`src/rtl/dmem_arbiter_pkg.sv`:
```
// Shared definitions for the data-memory arbiter.
// - WE_* : write-enable encoding understood by the data memory (dm_wr_ctrl).
// - RD_* : read-control encoding understood by the data memory (dm_rd_ctrl).
// - arb_state_e : arbiter FSM states.
package dmem_arbiter_pkg;

    localparam logic [1:0] WE_NONE = 2'd0;
    localparam logic [1:0] WE_WORD = 2'd1;
    localparam logic [1:0] WE_HALF = 2'd2;
    localparam logic [1:0] WE_BYTE = 2'd3;

    localparam logic [2:0] RD_NONE = 3'd0;
    localparam logic [2:0] RD_LW   = 3'd1;
    localparam logic [2:0] RD_LHU  = 3'd2;
    localparam logic [2:0] RD_LH   = 3'd3;
    localparam logic [2:0] RD_LBU  = 3'd4;
    localparam logic [2:0] RD_LB   = 3'd5;

    typedef enum logic [0:0] {
        ARB      = 1'b0,
        DBG_LOCK = 1'b1
    } arb_state_e;

    // A granted access with no write enable is a read and returns data.
    function automatic logic is_read(input logic [1:0] we);
        return (we == WE_NONE);
    endfunction

endpackage

```
`src/rtl/arb_req_mux.sv`:
```
// Steers the granted requester's access fields onto the memory port.
// Ports:
//   cpu_sel / dbg_sel          one-hot grant (both low = idle port)
//   cpu_* / dbg_*              addr, wdata, we, rd_ctrl of each requester
//   mem_a/mem_d/mem_we/mem_rd_ctrl  memory-side access fields, all zero when idle
module arb_req_mux
    import dmem_arbiter_pkg::*;
#(
    parameter int AW = 10,
    parameter int DW = 32
) (
    input  logic          cpu_sel,
    input  logic [1:0]    cpu_we,
    input  logic [2:0]    cpu_rd_ctrl,
    input  logic [AW-1:0] cpu_addr,
    input  logic [DW-1:0] cpu_wdata,
    input  logic          dbg_sel,
    input  logic [1:0]    dbg_we,
    input  logic [2:0]    dbg_rd_ctrl,
    input  logic [AW-1:0] dbg_addr,
    input  logic [DW-1:0] dbg_wdata,
    output logic [AW-1:0] mem_a,
    output logic [DW-1:0] mem_d,
    output logic [1:0]    mem_we,
    output logic [2:0]    mem_rd_ctrl
);

    // Select the granted requester; an idle port drives all zeros.
    always_comb begin
        mem_a       = {AW{1'b0}};
        mem_d       = {DW{1'b0}};
        mem_we      = WE_NONE;
        mem_rd_ctrl = RD_NONE;
        if (cpu_sel) begin
            mem_a       = cpu_addr;
            mem_d       = cpu_wdata;
            mem_we      = cpu_we;
            mem_rd_ctrl = cpu_rd_ctrl;
        end else if (dbg_sel) begin
            mem_a       = dbg_addr;
            mem_d       = dbg_wdata;
            mem_we      = dbg_we;
            mem_rd_ctrl = dbg_rd_ctrl;
        end else begin
            mem_a       = {AW{1'b0}};
            mem_d       = {DW{1'b0}};
            mem_we      = WE_NONE;
            mem_rd_ctrl = RD_NONE;
        end
    end

endmodule

```
`src/rtl/dmem_arbiter.sv`:
```
// Shares the single data-memory port between the CPU MEM stage and the debug unit.
// The CPU has priority; debug gets a forced grant after STARVE_MAX waiting cycles
// and may lock the port for bursts of at most LOCK_MAX cycles.
// Ports:
//   clk, rst                       clock, async active-high reset
//   cpu_* / dbg_* (req,we,rd_ctrl,addr,wdata)  access requests
//   dbg_lock                       keep ownership across consecutive debug accesses
//   cpu_gnt/dbg_gnt                access performed this cycle (combinational)
//   cpu_stall                      cpu_req & ~cpu_gnt
//   cpu_rdata/dbg_rdata, *_rvalid  registered read data, valid for one cycle
//   lock_abort                     pulse in the last cycle of a forcibly ended lock
//   mem_a/mem_d/mem_we/mem_rd_ctrl/mem_spo   memory port
module dmem_arbiter
    import dmem_arbiter_pkg::*;
#(
    parameter int AW         = 10,
    parameter int DW         = 32,
    parameter int STARVE_MAX = 4,
    parameter int LOCK_MAX   = 64
) (
    input  logic          clk,
    input  logic          rst,
    input  logic          cpu_req,
    input  logic [1:0]    cpu_we,
    input  logic [2:0]    cpu_rd_ctrl,
    input  logic [AW-1:0] cpu_addr,
    input  logic [DW-1:0] cpu_wdata,
    output logic          cpu_gnt,
    output logic          cpu_stall,
    output logic [DW-1:0] cpu_rdata,
    output logic          cpu_rvalid,
    input  logic          dbg_req,
    input  logic [1:0]    dbg_we,
    input  logic [2:0]    dbg_rd_ctrl,
    input  logic [AW-1:0] dbg_addr,
    input  logic [DW-1:0] dbg_wdata,
    input  logic          dbg_lock,
    output logic          dbg_gnt,
    output logic [DW-1:0] dbg_rdata,
    output logic          dbg_rvalid,
    output logic          lock_abort,
    output logic [AW-1:0] mem_a,
    output logic [DW-1:0] mem_d,
    output logic [1:0]    mem_we,
    output logic [2:0]    mem_rd_ctrl,
    input  logic [DW-1:0] mem_spo
);

    localparam int STARVE_W = $clog2(STARVE_MAX + 1);
    localparam int LOCK_W   = (LOCK_MAX > 1) ? $clog2(LOCK_MAX) : 1;
    localparam logic [STARVE_W-1:0] STARVE_TOP = STARVE_W'(STARVE_MAX);
    localparam logic [LOCK_W-1:0]   LOCK_LAST  = LOCK_W'(LOCK_MAX - 1);

    arb_state_e          state_r;
    arb_state_e          state_nxt_s;
    logic [STARVE_W-1:0] starve_cnt_r;
    logic [LOCK_W-1:0]   lock_cnt_r;
    logic                relock_block_r;
    logic                arb_cpu_s;
    logic                arb_dbg_s;
    logic                cpu_gnt_s;
    logic                dbg_gnt_s;
    logic                lock_abort_s;
    logic [DW-1:0]       cpu_rdata_r;
    logic                cpu_rvalid_r;
    logic [DW-1:0]       dbg_rdata_r;
    logic                dbg_rvalid_r;

    // Open arbitration: CPU first unless debug has waited STARVE_MAX cycles.
    always_comb begin
        arb_cpu_s = 1'b0;
        arb_dbg_s = 1'b0;
        if (cpu_req && dbg_req) begin
            if (starve_cnt_r == STARVE_TOP) begin
                arb_dbg_s = 1'b1;
            end else begin
                arb_cpu_s = 1'b1;
            end
        end else begin
            arb_cpu_s = cpu_req;
            arb_dbg_s = dbg_req;
        end
    end

    // Grant decode and next state; reset forces an idle port immediately.
    always_comb begin
        cpu_gnt_s    = 1'b0;
        dbg_gnt_s    = 1'b0;
        lock_abort_s = 1'b0;
        state_nxt_s  = state_r;
        if (rst) begin
            state_nxt_s = ARB;
        end else begin
            case (state_r)
                ARB: begin
                    cpu_gnt_s = arb_cpu_s;
                    dbg_gnt_s = arb_dbg_s;
                    // After a forced release the lock stays closed until dbg_lock drops.
                    if (arb_dbg_s && dbg_lock && !relock_block_r) begin
                        state_nxt_s = DBG_LOCK;
                    end else begin
                        state_nxt_s = ARB;
                    end
                end
                DBG_LOCK: begin
                    if (dbg_lock) begin
                        dbg_gnt_s = dbg_req;
                        if (lock_cnt_r == LOCK_LAST) begin
                            lock_abort_s = 1'b1;
                            state_nxt_s  = ARB;
                        end else begin
                            state_nxt_s  = DBG_LOCK;
                        end
                    end else begin
                        // Lock released voluntarily: this cycle is already open arbitration.
                        cpu_gnt_s   = arb_cpu_s;
                        dbg_gnt_s   = arb_dbg_s;
                        state_nxt_s = ARB;
                    end
                end
                default: begin
                    state_nxt_s = ARB;
                end
            endcase
        end
    end

    // FSM state register.
    always_ff @(posedge clk or posedge rst) begin
        if (rst) begin
            state_r <= ARB;
        end else begin
            state_r <= state_nxt_s;
        end
    end

    // Lock duration counter, running only while the lock persists.
    always_ff @(posedge clk or posedge rst) begin
        if (rst) begin
            lock_cnt_r <= {LOCK_W{1'b0}};
        end else if ((state_r == DBG_LOCK) && (state_nxt_s == DBG_LOCK)) begin
            lock_cnt_r <= lock_cnt_r + LOCK_W'(1);
        end else begin
            lock_cnt_r <= {LOCK_W{1'b0}};
        end
    end

    // Debug starvation counter, saturating at STARVE_MAX.
    always_ff @(posedge clk or posedge rst) begin
        if (rst) begin
            starve_cnt_r <= {STARVE_W{1'b0}};
        end else if (dbg_req && !dbg_gnt_s) begin
            if (starve_cnt_r != STARVE_TOP) begin
                starve_cnt_r <= starve_cnt_r + STARVE_W'(1);
            end else begin
                starve_cnt_r <= starve_cnt_r;
            end
        end else begin
            starve_cnt_r <= {STARVE_W{1'b0}};
        end
    end

    // Re-lock inhibit: set by a forced release, cleared once dbg_lock is seen low.
    always_ff @(posedge clk or posedge rst) begin
        if (rst) begin
            relock_block_r <= 1'b0;
        end else if (lock_abort_s) begin
            relock_block_r <= 1'b1;
        end else if (!dbg_lock) begin
            relock_block_r <= 1'b0;
        end else begin
            relock_block_r <= relock_block_r;
        end
    end

    // CPU read capture; rvalid pulses for the cycle after a granted read.
    always_ff @(posedge clk or posedge rst) begin
        if (rst) begin
            cpu_rdata_r  <= {DW{1'b0}};
            cpu_rvalid_r <= 1'b0;
        end else if (cpu_gnt_s && is_read(cpu_we)) begin
            cpu_rdata_r  <= mem_spo;
            cpu_rvalid_r <= 1'b1;
        end else begin
            cpu_rdata_r  <= cpu_rdata_r;
            cpu_rvalid_r <= 1'b0;
        end
    end

    // Debug read capture; rvalid pulses for the cycle after a granted read.
    always_ff @(posedge clk or posedge rst) begin
        if (rst) begin
            dbg_rdata_r  <= {DW{1'b0}};
            dbg_rvalid_r <= 1'b0;
        end else if (dbg_gnt_s && is_read(dbg_we)) begin
            dbg_rdata_r  <= mem_spo;
            dbg_rvalid_r <= 1'b1;
        end else begin
            dbg_rdata_r  <= dbg_rdata_r;
            dbg_rvalid_r <= 1'b0;
        end
    end

    arb_req_mux #(
        .AW (AW),
        .DW (DW)
    ) u_req_mux (
        .cpu_sel     (cpu_gnt_s),
        .cpu_we      (cpu_we),
        .cpu_rd_ctrl (cpu_rd_ctrl),
        .cpu_addr    (cpu_addr),
        .cpu_wdata   (cpu_wdata),
        .dbg_sel     (dbg_gnt_s),
        .dbg_we      (dbg_we),
        .dbg_rd_ctrl (dbg_rd_ctrl),
        .dbg_addr    (dbg_addr),
        .dbg_wdata   (dbg_wdata),
        .mem_a       (mem_a),
        .mem_d       (mem_d),
        .mem_we      (mem_we),
        .mem_rd_ctrl (mem_rd_ctrl)
    );

    assign cpu_gnt    = cpu_gnt_s;
    assign dbg_gnt    = dbg_gnt_s;
    assign cpu_stall  = cpu_req & ~cpu_gnt_s & ~rst;
    assign lock_abort = lock_abort_s;
    assign cpu_rdata  = cpu_rdata_r;
    assign cpu_rvalid = cpu_rvalid_r;
    assign dbg_rdata  = dbg_rdata_r;
    assign dbg_rvalid = dbg_rvalid_r;

endmodule

```
`config.mk`:
```
export PLATFORM = sky130hd
export DESIGN_NAME = dmem_arbiter
export DESIGN_NICKNAME = d
export VERILOG_FILES = /design/src/rtl/dmem_arbiter_pkg.sv /design/src/rtl/arb_req_mux.sv /design/src/rtl/dmem_arbiter.sv
export SDC_FILE = /design/constraint.sdc
export NUM_CORES = 1
export LEC_CHECK = 0
export ABC_CLOCK_PERIOD_IN_PS = 5500
export CAP_MARGIN = 20
export CELL_PAD_IN_SITES_DETAIL_PLACEMENT = 0
export CELL_PAD_IN_SITES_GLOBAL_PLACEMENT = 1
export CORE_ASPECT_RATIO = 1.5
export CORE_MARGIN = 5
export CORE_UTILIZATION = 26
export CTS_BUF_LIST = sky130_fd_sc_hd__clkbuf_16
export CTS_CLUSTER_DIAMETER = 80
export DETAILED_ROUTE_END_ITERATION = 10
export PLACE_DENSITY = 0.84
export SLEW_MARGIN = 25
export SYNTH_ARGS = -nofsm -noshare
export SYNTH_HDL_FRONTEND = slang
export SYNTH_SLANG_ARGS = --single-unit
```
`constraint.sdc`:
```
create_clock -name clk -period 5.5 [get_ports clk]
set_input_delay 1.1 -clock clk [delete_from_list [all_inputs] [get_ports clk]]
set_output_delay 1.1 -clock clk [all_outputs]
set_load 0.05 [all_outputs]
```
==> impl_metrics.yaml <==
global_routing:
  antenna_found_initial: 0
  grt_pass1_wl_microns: 19700
  track_usage_pct: 15.6
  grt_max_degree: 79
  grt_pass1_vias: 3504
  gr-total-overflow: 0
clock_network:
  cts_buffers: 9
  ctsHoldBuffers: 0
  clk_latency_ns: 0.33
  post_cts_buffers: 0
  cts_root_buf: "clkbuf_16"
  cts_sinks: 77
  path_clk_slew_ns: 0.06
  cts_resized: 0
  cts_max_path_buffers: 2
  h-tree-depth: 3
  cts_tree: "built"
floorplan:
  die_h_microns: 154
  die_w_microns: 106
  start_util_pct: 26.5
  rows: 52
  ios: 248
  coreArea_sq_um: 13500
  die_area_sq_um: 16300
synth:
  syn_area_per_cell_sq_um: 13.9
  ys_seq_area_share_pct: 53.8
  synthFlopType: "dfrtp_1"
  syn-num-nets: 392
  netlist_area_sq_um: 3580
  yosys_warnings: 0
  synth_edf_count: 0
  yosysMostFrequentCell: "dfrtp_1"
  netlist_instances: 258
  synthArstFlopShare_pct: 100
  synthTopCellsByArea: "dfrtp_1, mux2_1, a22o_1, mux2_2, buf_6"
  ys_types: 35
  synth_area_leader_cell: "dfrtp_1"
  synth_top_cell_area_share_pct: 53.8
  synth-seq-cells: 77
  synthTopCellsByCount: "dfrtp_1, a22o_1, mux2_1, mux2_2, nor2_1"
hold_path:
  hold_depth: 1
  min_from: "lock_cnt_r[0]$_DFF_PP0_"
  hp-class: "reg2reg"
  hold_path_end: "lock_cnt_r[0]$_DFF_PP0_"
power_and_ir_drop:
  clkPwrFrac_pct: 24.5
  power_density_nw_per_um2: 369
  p_sw_share_pct: 40.0
  power_frac_seq_pct: 30.6
  irDropWorstVdd_mv: 0.232
  comb_power_share_pct: 44.9
  p_leak_nw: 2.77
  power.switching_mw: 0.967
  p_int_mw: 1.45
  finalPower_mw: 2.42
timing:
  hold_viol: 0
  hold_slack_ns: 0.468
  fin_crit_sh_pct: 81.2
  rsz0062_at_grt: "false"
  layout_setup_ws_ns: 1.03
  tns_ns: 0
  timing.fmax_ghz: 0.224
  period_minus_slack_ns: 4.47
  tightest_slew_ns: 0.706
  setup_viol: 0
  relSlewSlack_pct: 52.9
  finClkSkew_ns: 0.0128
  maxSlewViolCount: 0
run_status:
  status: "complete, no violations"
route:
  wl_microns: 12800
  vias_per_cell: 4.75
  first_pass_iters: 4
  wl_per_cell_microns: 19.1
  ant_nets: 0
  drtIter0Drc: 114
  drc: 0
  vias: 3181
critical_path:
  path_common_cell: "clkdlybuf4s50_1"
  crit_fanout: 49
  r2r-end: "dbg_rdata[30]$_DFFE_PP0P_"
  critical_path.slowest_cell: "clkdlybuf4s50_1"
  r2r_slack_ns: 2.98
  worstPathRequired_ns: 4.40
  crit_path_max_incr_delay_ns: 0.90
  critical_path_class: "in2out"
  rr_worst_depth: 6
  setup.worst_path.end_class: "primary output"
  startpoint_type: "input pin"
  reg2reg_from: "starve_cnt_r[0]$_DFFE_PP0P_"
  critPathArrivalTime_ns: 3.37
  path_cells: "clkdlybuf4s50_1, and2_1, o311a_4, clkdlybuf4s50_1"
placement:
  globalplace.congestion: 0.759
  pre_cts_slack_ns: 1.03
  port_buffers: 247
  dpl.hpwl_microns: 10100
cells_and_area:
  fill_cells: 1217
  drive_above_1_share_pct: 19.3
  final_util_pct: 48.4
  synthToLayoutAreaGrowth_pct: 83.0
  num_antenna_cells: 0
  fin_nets: 637
run:
  cap_viol_max_count: 0
-- cell type report --
| cell class | count | area [sq um] | share of cell area [%] |
|---|---|---|---|
| clock buffers | 9 | 225 | 3.44 |
| clock inverters | 7 | 73.8 | 1.13 |
| inverters | 6 | 26.3 | 0.401 |
| multi-input cells | 159 | 1490 | 22.8 |
| flip-flops and latches | 77 | 1930 | 29.4 |
| well taps | 162 | 203 | 3.09 |
| repair buffers | 250 | 2600 | 39.8 |
-- worst max-delay path: cells and delay by family --
| family | cells | cell delay, ns |
|---|---|---|
| and+or+nand+nor | 1 | 0.25 |
| buffers and inverters | 2 | 1.44 |
| AOI/OAI and AO/OA | 1 | 0.55 |
-- state kept, by name (all words and copies together) (netlist names) --
register	flops
cpu_rdata	32
dbg_rdata	32
lock_cnt_r	6
starve_cnt_r	3
cpu_rvalid	1
dbg_rvalid	1
relock_block_r	1
state_r	1
-- worst max-delay path by stage --
stage               slack [ns]        end  cells past startpoint      from
global route              0.93    dbg_gnt                      4   dbg_req
global placement          1.09    dbg_gnt                      4  dbg_lock
detailed placement        1.03    dbg_gnt                      4  dbg_lock
finish                    1.03    dbg_gnt                      4  dbg_lock
floorplan                 0.31  mem_d[26]                      4       rst
CTS                       1.03    dbg_gnt                      4  dbg_lock
-- metrics by stage --
stage	area, sq um	std cells
floorplan	3580	258
global placement	6250	654
detailed placement	6250	654
CTS	6550	670
global route	6550	670
finish	6550	670
-- placed cells by master, fill, tap and decap left out, types with 3 or more instances in the layout --
cell / Yosys / layout
mux2_1: 38 / 38
buf_12: 0 / 18
and2_1: 4 / 4
clkdlybuf4s50_1: 0 / 199
dfrtp_1: 77 / 77
clkinvlp_4: 0 / 3
nand2_1: 4 / 4
o21ai_0: 5 / 5
inv_1: 5 / 4
mux2_2: 26 / 26
nor2_1: 8 / 8
a22o_1: 47 / 47
ha_1: 3 / 3
buf_4: 2 / 32
clkbuf_16: 0 / 9
-- per-layer routing --
layer	vias up	share of wire, %	routed length [microns]	global-route usage (%)
met2	173	50	6420	27.0
met4	0	1.3	165	4.20
met1	1549	37	4750	17.1
met5	-	0	0	0
met3	11	12	1480	7.17
li1	1448	-	-	-
-- logic make-up (layout without fill, tap and decap cells) --
family	after synthesis	in the layout	synth area share [%]
AND/OR/NAND/NOR	29	29	4.93
buffers and inverters	22	272	4.51
adder cells (fa/ha/maj)	3	3	1.05
XOR/XNOR	4	4	0.979
multiplexers	65	65	20.4
flip-flops	77	77	53.8
AO/OA/AOI/OAI	58	58	14.3
-- power by group through the flow --
stage                     clock network [mW]  logic (mW)  registers [mW]
after floorplan                            0       0.239            1.15
after global placement                     0        1.09           0.742
after detailed placement                   0        1.10           0.750
after CTS                              0.610        1.10           0.741
after global routing                   0.636        1.13           0.754
final                                  0.592        1.09           0.740
(Power assumes the default switching activity.)
